$ cat config.mk
export PLATFORM = sky130hd
export DESIGN_NAME = perf_counter_reader_flat
export DESIGN_NICKNAME = d
export VERILOG_FILES = /design/src/rtl/perf_counter_reader_pkg.sv /design/src/rtl/perf_counter_reader_if.sv /design/src/rtl/perf_counter_reader.sv /design/src/flat_wrapper.sv
export SDC_FILE = /design/constraint.sdc
export NUM_CORES = 1
export LEC_CHECK = 0
export BUFFER_PORTS_ARGS = -buffer_cell sky130_fd_sc_hd__clkbuf_2
export CAP_MARGIN = 20
export CORE_MARGIN = 1.5
export CORE_UTILIZATION = 54
export CTS_BUF_LIST = sky130_fd_sc_hd__clkbuf_2 sky130_fd_sc_hd__clkbuf_4 sky130_fd_sc_hd__clkbuf_8
export CTS_CLUSTER_SIZE = 40
export DETAILED_ROUTE_END_ITERATION = 12
export GPL_ROUTABILITY_DRIVEN = 0
export PLACE_DENSITY = 0.87
export SLEW_MARGIN = 25
export SYNTH_ARGS = -nofsm -noshare
export SYNTH_HDL_FRONTEND = slang
export SYNTH_SLANG_ARGS = --single-unit
$ cat constraint.sdc
create_clock -name clock_i -period 3 [get_ports clock_i]
set_input_delay 0.6 -clock clock_i [delete_from_list [all_inputs] [get_ports clock_i]]
set_output_delay 0.6 -clock clock_i [all_outputs]
set_load 0.02 [all_outputs]
$ cat src/rtl/perf_counter_reader_pkg.sv
// Shared types and constants for the performance counter reader.
package perf_reader_pkg;

  typedef enum logic [2:0] {IDLE, HDR, ISSUE, WAIT, PUSH, DONE} state_t;

  localparam logic [7:0] HEADER_MAGIC = 8'hC5;

  localparam logic [1:0] REC_STATS   = 2'd0;
  localparam logic [1:0] REC_SAMPLER = 2'd1;
  localparam logic [1:0] REC_TRACKER = 2'd2;

  localparam int DEF_LAST_IDX_0 = 17;
  localparam int DEF_LAST_IDX_1 = 15;
  localparam int DEF_LAST_IDX_2 = 55;

  localparam int COMM_EN_BIT = 24;

  // Header carries the record id and the number of words that follow.
  function automatic logic [31:0] make_header(input logic [1:0] sel, input logic [5:0] last);
    logic [6:0] cnt;
    cnt = {1'b0, last} + 7'd1;
    return {HEADER_MAGIC, 6'b0, sel, 9'b0, cnt};
  endfunction

endpackage

$ cat src/rtl/perf_counter_reader_if.sv
// Command bus to the responder plus the valid/ready word stream to the host.
interface perf_counter_reader_if;
  logic [31:0] comm_o;
  logic [1:0]  select_data_record_o;
  logic [31:0] comm_i;
  logic [31:0] data_o;
  logic        valid_o;
  logic        ready_i;
  logic        last_o;

  modport master (
    output comm_o, select_data_record_o, data_o, valid_o, last_o,
    input  comm_i, ready_i
  );

  modport slave (
    input  comm_o, select_data_record_o, data_o, valid_o, last_o,
    output comm_i, ready_i
  );
endinterface

$ cat src/rtl/perf_counter_reader.sv
// Sweeps one performance record over the command bus and streams
// a header plus every returned word to the host.
module perf_counter_reader
  import perf_reader_pkg::*;
#(
  parameter int LATENCY        = 2,
  parameter int LAST_IDX_0     = DEF_LAST_IDX_0,
  parameter int LAST_IDX_1     = DEF_LAST_IDX_1,
  parameter int LAST_IDX_2     = DEF_LAST_IDX_2,
  parameter int HAS_TRACKER    = 1,
  parameter int FREEZE_ON_READ = 1
) (
  input  logic       clock_i,
  input  logic       reset_i,
  input  logic       start_i,
  input  logic [1:0] sel_i,
  input  logic       count_en_i,
  perf_counter_reader_if.master bus,
  output logic       busy_o,
  output logic       done_o,
  output logic       err_o
);

  localparam int CW = (LATENCY > 1) ? $clog2(LATENCY) : 1;

  state_t        state, next_state;
  logic [1:0]    sel_q;
  logic [5:0]    last_q, idx, cmd_idx, sel_last;
  logic [CW-1:0] wcnt;
  logic [31:0]   data_q, comm;
  logic          valid_q, last_flag_q, en_q, err_q;
  logic          sel_ok, accept, reject, hs;

  // Decode the requested record into its final index and validity.
  always_comb begin
    sel_ok   = 1'b1;
    sel_last = 6'(LAST_IDX_0);
    case (sel_i)
      REC_STATS:   sel_last = 6'(LAST_IDX_0);
      REC_SAMPLER: sel_last = 6'(LAST_IDX_1);
      REC_TRACKER: begin
        sel_last = 6'(LAST_IDX_2);
        sel_ok   = (HAS_TRACKER != 0);
      end
      default:     sel_ok = 1'b0;
    endcase
  end

  // State register.
  always_ff @(posedge clock_i) begin
    if (reset_i) state <= IDLE;
    else         state <= next_state;
  end

  // Next-state logic and start accept/reject decode.
  always_comb begin
    next_state = state;
    accept     = 1'b0;
    reject     = 1'b0;
    hs         = valid_q & bus.ready_i;
    unique case (state)
      IDLE: if (start_i) begin
        if (sel_ok) begin
          accept     = 1'b1;
          next_state = HDR;
        end else begin
          reject = 1'b1;
        end
      end
      HDR:   if (hs) next_state = ISSUE;
      ISSUE: next_state = WAIT;
      WAIT:  if (wcnt == '0) next_state = PUSH;
      PUSH:  if (hs) next_state = (idx == last_q) ? DONE : ISSUE;
      DONE:  next_state = IDLE;
      default: next_state = IDLE;
    endcase
  end

  // Datapath: record latch, index walk, latency count, output word capture.
  always_ff @(posedge clock_i) begin
    if (reset_i) begin
      sel_q       <= '0;
      last_q      <= '0;
      idx         <= '0;
      cmd_idx     <= '0;
      wcnt        <= '0;
      data_q      <= '0;
      valid_q     <= 1'b0;
      last_flag_q <= 1'b0;
      en_q        <= 1'b0;
      err_q       <= 1'b0;
    end else begin
      err_q <= reject;
      // Counters stay frozen for the whole sweep so 64-bit pairs read coherently.
      en_q  <= count_en_i & !((FREEZE_ON_READ != 0) && (next_state != IDLE));
      case (state)
        IDLE: if (accept) begin
          sel_q       <= sel_i;
          last_q      <= sel_last;
          idx         <= '0;
          data_q      <= make_header(sel_i, sel_last);
          valid_q     <= 1'b1;
          last_flag_q <= 1'b0;
        end
        HDR: if (hs) valid_q <= 1'b0;
        ISSUE: begin
          cmd_idx <= idx;
          wcnt    <= CW'(LATENCY - 1);
        end
        WAIT: begin
          if (wcnt == '0) begin
            data_q      <= bus.comm_i;
            valid_q     <= 1'b1;
            last_flag_q <= (idx == last_q);
          end else begin
            wcnt <= wcnt - 1'b1;
          end
        end
        PUSH: if (hs) begin
          valid_q     <= 1'b0;
          last_flag_q <= 1'b0;
          if (idx != last_q) idx <= idx + 6'd1;
        end
        default: ;
      endcase
    end
  end

  // Assemble the command word: enable bit plus index, all else zero.
  always_comb begin
    comm              = '0;
    comm[COMM_EN_BIT] = en_q;
    comm[5:0]         = cmd_idx;
  end

  assign bus.comm_o               = comm;
  assign bus.select_data_record_o = sel_q;
  assign bus.data_o               = data_q;
  assign bus.valid_o              = valid_q;
  assign bus.last_o               = last_flag_q;
  assign busy_o                   = (state != IDLE);
  assign done_o                   = (state == DONE);
  assign err_o                    = err_q;

endmodule

$ cat src/flat_wrapper.sv
// flat-port wrapper written by rule: the top's interface ports become plain ports
module perf_counter_reader_flat import perf_reader_pkg::*;
#(
  parameter int LATENCY        = 2,
  parameter int LAST_IDX_0     = DEF_LAST_IDX_0,
  parameter int LAST_IDX_1     = DEF_LAST_IDX_1,
  parameter int LAST_IDX_2     = DEF_LAST_IDX_2,
  parameter int HAS_TRACKER    = 1,
  parameter int FREEZE_ON_READ = 1
)
  (clock_i, reset_i, start_i, sel_i, count_en_i, busy_o, done_o, err_o, bus_comm_o, bus_select_data_record_o, bus_data_o, bus_valid_o, bus_last_o, bus_comm_i, bus_ready_i);
  perf_counter_reader_if bus_i ();
  input  logic clock_i;
  input  logic reset_i;
  input  logic start_i;
  input  logic [1:0] sel_i;
  input  logic count_en_i;
  output logic busy_o;
  output logic done_o;
  output logic err_o;
  output wire logic [$bits(bus_i.comm_o)-1:0] bus_comm_o;
  output wire logic [$bits(bus_i.select_data_record_o)-1:0] bus_select_data_record_o;
  output wire logic [$bits(bus_i.data_o)-1:0] bus_data_o;
  output wire logic [$bits(bus_i.valid_o)-1:0] bus_valid_o;
  output wire logic [$bits(bus_i.last_o)-1:0] bus_last_o;
  input wire logic [$bits(bus_i.comm_i)-1:0] bus_comm_i;
  input wire logic [$bits(bus_i.ready_i)-1:0] bus_ready_i;
  assign bus_comm_o = bus_i.comm_o;
  assign bus_select_data_record_o = bus_i.select_data_record_o;
  assign bus_data_o = bus_i.data_o;
  assign bus_valid_o = bus_i.valid_o;
  assign bus_last_o = bus_i.last_o;
  assign bus_i.comm_i = bus_comm_i;
  assign bus_i.ready_i = bus_ready_i;
  perf_counter_reader #(.LATENCY(LATENCY), .LAST_IDX_0(LAST_IDX_0), .LAST_IDX_1(LAST_IDX_1), .LAST_IDX_2(LAST_IDX_2), .HAS_TRACKER(HAS_TRACKER), .FREEZE_ON_READ(FREEZE_ON_READ)) u_core (.clock_i(clock_i), .reset_i(reset_i), .start_i(start_i), .sel_i(sel_i), .count_en_i(count_en_i), .bus(bus_i), .busy_o(busy_o), .done_o(done_o), .err_o(err_o));
endmodule
* Yosys cells after proc, flatten, opt, wreduce, memory -nomap -nowiden
Index checks and enable logic that the tools add are counted.
** Storage, ports and cells
- Register bits after elaboration :: 60
- Bits in latches :: 0
- RAM bits :: 0
- ROM bits :: 0
- Input bits :: 39
- Word-level logic and storage cells :: 79
- Memories :: 0
** Cells by class
- Add/subtract/negate cells :: 3
- Multipliers :: 0
- Div/mod/pow operators :: 0
- $lt $le $gt $ge :: 0
- Equality and inequality tests :: 14
- Shifts and indexed selects :: 0
- Mux-type cells :: 29
- Bitwise operators :: 4
- Reductions and logical operators :: 18
** Operators with widths (number)
- 2-to-1 mux 32 bit :: 2
- one-hot mux 32 bit (2 select lines) :: 1
- one-hot mux 6 bit (2 select lines) :: 2
- 2-to-1 mux 3 bit :: 6
- 2-to-1 mux 6 bit :: 3
- one-hot mux 3 bit (5 select lines) :: 1
- AND reduction 4 bit :: 3
- nonzero test 3 bit :: 4
- 2-to-1 mux 1 bit :: 11
- != test 2 x 1 -> 1 bit, second input constant :: 4
- adder 6 x 1 -> 7 bit, second input constant :: 1
- adder 6 x 1 -> 6 bit, second input constant :: 1
- equality test 3 x 2 -> 1 bit, second input constant :: 2
- equality test 3 bit, second input constant :: 2
- equality test 6 bit :: 1
- != test 6 bit :: 1
- one-hot mux 1 bit (3 select lines) :: 2
- nonzero test 2 bit :: 3
- OR reduction 3 bit :: 2
- equality test 3 x 1 -> 1 bit, second input constant :: 1
- zero test 3 bit :: 1
- AND reduction 3 bit :: 1
- AND 1 bit :: 2
- equality test 2 x 1 -> 1 bit, second input constant :: 1
- 9 further kinds :: 10

* Depth between registers and ports, before layout
- Depth in word-level cells :: 9
- Mapped depth :: 8

* Least setup slack after synthesis
Ideal clock, no wire load.
- Path type :: input -> register
- Start point :: input sel_i[0]
- End point :: register u_core.data_q[10] (netlist: u_core.bus.data_o[10])
- Library setup time :: 0.132 ns
- Arrival :: 1.997 ns
- Required time :: 2.868 ns
- Setup slack :: 0.871 ns
- Cell stages on the path :: 8
- Path buffers :: 2
- Cell sequence :: ha_1 nand2b_1 or3_1 a21o_1 buf_2 buf_2 nand2_1 a21oi_1
** On the way
- Longest elaborated chain between the ends :: 8
- Elaborated cells between the ends (all ways) :: 10
- Classes of those cells :: eq/ne: 3; mux: 4; reduce/logical: 3
** Ends and longest elaborated chain
- start, declared :: RTL line flat_wrapper.sv:16 : input logic [1:0] sel_i;
- equality test 2 x 1 -> 1 bit, or another cell as far along :: RTL line perf_counter_reader.sv:38 : case (sel_i)
- OR reduction 3 bit (no source line) (*)
- 2-to-1 mux 1 bit (*) :: RTL line perf_counter_reader.sv:38
- 2-to-1 mux 1 bit (*) :: RTL line perf_counter_reader.sv:63 : if (sel_ok) begin
- 2-to-1 mux 1 bit (*) :: RTL line perf_counter_reader.sv:62 : IDLE: if (start_i) begin
- 2-to-1 mux 1 bit (*) :: RTL line perf_counter_reader.sv:61 : unique case (state)
- != test 2 x 1 -> 1 bit (no source line) (*)
- AND reduction 3 bit (no source line) (*)
- end signal, assigned :: RTL line perf_counter_reader.sv:101 : data_q <= make_header(sel_i, sel_last);
- end signal, assigned :: RTL line perf_counter_reader.sv:112 : data_q <= bus.comm_i;
- end, declared :: RTL line perf_counter_reader.sv:30 : logic [31:0] data_q, comm;
Mark *: on every way between the ends. The rest lies on a longest branch, timed or not.
A chain may end at the register's enable or synchronous reset.

* Final worst setup path
- Start point :: input sel_i[0]
- End point :: register u_core.data_q[5] (netlist: u_core.bus.data_o[5])
** On the way
- Longest elaborated chain between the ends :: 8
- Elaborated cells between the ends (all ways) :: 14
- Classes of those cells :: add/sub: 1; eq/ne: 3; mux: 7; reduce/logical: 3
** Ends and longest elaborated chain
- branches (longest 8 deep; another with adder 6 x 1 -> 7 bit)
Several ways; the timed one is not identified. The select of a mux whose other input is x is not followed.

==> results.toml <==
[outcome]
status = "completed"

[cts]
cts_root_buffer = "clkbuf_8"
hold_buffers = 0
clk_latency_ns = 0.34
cts_tree = "yes"
ctsHtreeMaxLevel = 3
clock-sinks = 59
post_cts_buffers = 0
clk_pin_slew_worst_paths_ns = 0.06
cts_buffer_depth = 2
cts_resized = 0
cts-buffers-inserted = 9

[floorplanning]
io_pins = 110
rows = 25
start_util_pct = 56.86
die_area_um2 = 5508
die_w_um = 74.22
core-area_um2 = 4817
die_h_um = 74.22

[setup_path]
worst-path-max-fanout = 28
crit_path_end = "u_core.bus.data_o[5]$_SDFFE_PP0P_"
crit_type = "input pin to flop"
rr_worst_depth = 5
arrival_ns = 2.51
cp.depth = 7
path_delay_family = "compound AO/OA/AOI/OAI gates"
cp-end-kind = "flop"
worst-path-buf-inv = 1
max_stage_delay_ns = 0.49
cp_slowest_cell = "a21o_1"
rrSetupSlack_ns = 0.91
path_cells = "clkbuf_2, ha_1, nand2b_1, or3_1, a21o_1, a211oi_1, nor3_1"
timing.rr.end = "u_core.idx[5]$_SDFFE_PP0P_"
r2r_start = "u_core.state[1]$_SDFF_PP0_"
crit_start = "sel_i[0]"
crit_required_ns = 3.21
crit_path_start_kind = "input pin"

[power_and_ir_drop]
power_frac_comb_pct = 15.2
switching_share_pct = 27.25
p_int_mw = 1.353
leakage_nw = 1.416
p_switching_mw = 0.5067
powerDensity_nw_per_um2 = 570.3
p_seq_share_pct = 45.3
clkPwrFrac_pct = 39.5
ir_drop_uv = 356.6

[logic_synthesis]
async_flop_share_pct = 0
yosys.area.top_type = "dfxtp_1"
ys_types = 43
synth_compound_area_share_pct = 13.16
yosysMostFrequentCell = "dfxtp_1"
synth_top_area_share_pct = 43.12
synth-simple-area-share_pct = 23.48
yosys_warnings = 0
synth_adder_area_share_pct = 2.741
ys_ff_latch = 59
synth_edf_count = 0
synth_mux_area_share_pct = 3.655
synth.area.top_cells = "dfxtp_1 (43%), buf_4 (8.2%), a21oi_1 (5.5%)"
synthCells = 323
yosysSeqAreaShare_pct = 43.12
synth_xor_area_share_pct = 1.919
netlist_top_cells_count = "dfxtp_1 (59), nand2_1 (35), nor2_1 (33), a21oi_1 (30), buf_4 (30)"
synth_top_family_by_area = "simple AND/OR/NAND/NOR gates"
synth-main-ff-cell = "dfxtp_1"
synth_area_um2 = 2739
syn_avg_cell_area_um2 = 8.479

[layout]
finalNetCount = 443
finalNonFillerCells = 468
diodes = 0
syn2layout_area_growth_pct = 19.05
fillers = 428
drive_gt1_share_pct = 27.43

[global_routing]
overflow = 0
antenna_found_initial = 0
grt_usage_pct = 23.48
grt_pass1_wl_mm = 9.860
grt_max_degree = 41
grt_pass1_vias = 2211

[placed_design]
hpwl_mm = 4.401
numPortBuffers = 84
place_inst = 454
place_ws_ns = 0.3658

[drt]
wl_mm = 6.292
vias = 2481
drt_iter0_drc = 219
vias_per_cell = 5.301
drcViolationCount = 0
routedWlPerCell_um = 13.44
drtPass1Iterations = 4
ant_nets = 0

[sta]
setup_slack_ns = 0.6943
finalSetupViolCount = 0
max_clock_freq_mhz = 433.7
hold_viol_final = 0
slew_violations = 0
rsz0062_at_grt = "no"
fin_skew_ns = 0.006117
fin_crit_ns = 2.306
setup_tns_ns = 0
worst_slew_pin_slew_ns = 0.8789
timing.final.crit_share_pct = 76.86
relSlewSlack_pct = 41.40

[min_path]
hold-path-cell-count = 2
worstHoldPathType = "flop to flop"

[run]
maxCapViolations = 0
layout make-up:
cell class              instances  area (um2)  area share [%]
multi-input cells             237        1325           40.64
flip-flops and latches         59        1181           36.22
repair buffers                 87       455.4           13.97
clock buffers                  12       165.2           5.065
well taps                      67       83.83           2.571
clock inverters                 2       35.03           1.074
inverters                       4       15.01          0.4605
layout by cell type, fill, tap and decap left out, types with 2 or more instances in the layout:
cell      synthesis  routed
or3_1             5       5
ha_1              6       6
nor3_1           14      14
nand2b_1          3       3
a21o_1            2       2
or2_2             2       2
xnor2_1           4       4
a211oi_1          5       5
a311oi_1          4       4
dfxtp_1          59      59
and2_1            4       4
a21oi_1          30      30
nor2b_1           2       2
clkbuf_2          0      84
inv_1             4       4
o21ai_0           7       7
nor2_1           33      33
buf_4            30       2
xor2_1            2       2
nand2_1          35      35
mux2i_1          10      10
conb_1            1      25
clkbuf_8          0      12
nand3_1          27      27
state kept, by name, summed over array words and instances (netlist names):
signal and flops:
u_core.bus.data_o 32, u_core.bus.last_o 1, u_core.bus.select_data_record_o 2, u_core.bus.valid_o 1, u_core.cmd_idx 6, u_core.en_q 1
u_core.err_o 1, u_core.idx 6, u_core.last_q 5, u_core.state 3, u_core.wcnt 1
tightest hold or removal path, stage by stage, from the launching register on:
cell and delay (ns):
dfxtp_1 0.31, nand2_1 0.05, a21oi_1 0.05
worst min-delay path by stage:
stage / startpoint / to / slack [ns]
finish: u_core.bus.data_o[15]$_SDFFE_PP0P_ / u_core.bus.data_o[15]$_SDFFE_PP0P_ / 0.45
global route: u_core.bus.data_o[4]$_SDFFE_PP0P_ / u_core.bus.data_o[4]$_SDFFE_PP0P_ / 0.47
global placement: u_core.bus.data_o[4]$_SDFFE_PP0P_ / u_core.bus.data_o[4]$_SDFFE_PP0P_ / 0.44
detailed placement: u_core.bus.data_o[15]$_SDFFE_PP0P_ / u_core.bus.data_o[15]$_SDFFE_PP0P_ / 0.45
floorplan: u_core.last_q[0]$_SDFFE_PP0P_ / u_core.last_q[0]$_SDFFE_PP0P_ / 0.46
CTS: u_core.bus.data_o[15]$_SDFFE_PP0P_ / u_core.bus.data_o[15]$_SDFFE_PP0P_ / 0.45
metrics by stage:
stage	total power [mW]	utilization (%)	instance area, um2	hold WS [ns]
after floorplan	1.087	-	2829	0.4620
after global placement	1.130	63.53	3060	0.4385
after detailed placement	1.138	63.53	3060	0.4455
after CTS	1.866	67.69	3261	0.4541
after global routing	1.928	67.69	3261	0.4735
final	1.859	67.69	3261	0.4497
power by group through the flow:
stage	clock network (mW)	logic, mW	registers [mW]
after CTS	0.742	0.281	0.842
after detailed placement	0	0.278	0.860
after global placement	0	0.272	0.858
after floorplan	0	0.212	0.875
after global routing	0.771	0.311	0.846
final	0.735	0.282	0.843
per-layer routing:
| metal | GRT usage (%) | wire length, um | share of wire, % | vias to the layer above |
|---|---|---|---|---|
| li1 | - | - | - | 1198 |
| met1 | 30.90 | 2748 | 44 | 1166 |
| met2 | 37.30 | 3081 | 49 | 109 |
| met3 | 5.827 | 399 | 6.3 | 8 |
| met4 | 9.091 | 63 | 1.0 | 0 |
| met5 | 0 | 0 | 0 | - |
cell families (layout without fill, tap and decap cells):
group,count (synthesis),in the layout
AOI/OAI and AO/OA,57,57
xor gates and xnor gates,6,6
muxes,10,10
adders and majority gates,6,6
other,1,25
and+or+nand+nor,133,133
DFF,59,59
buffers and inverters,51,105
Power figures use the tool's default switching activity.
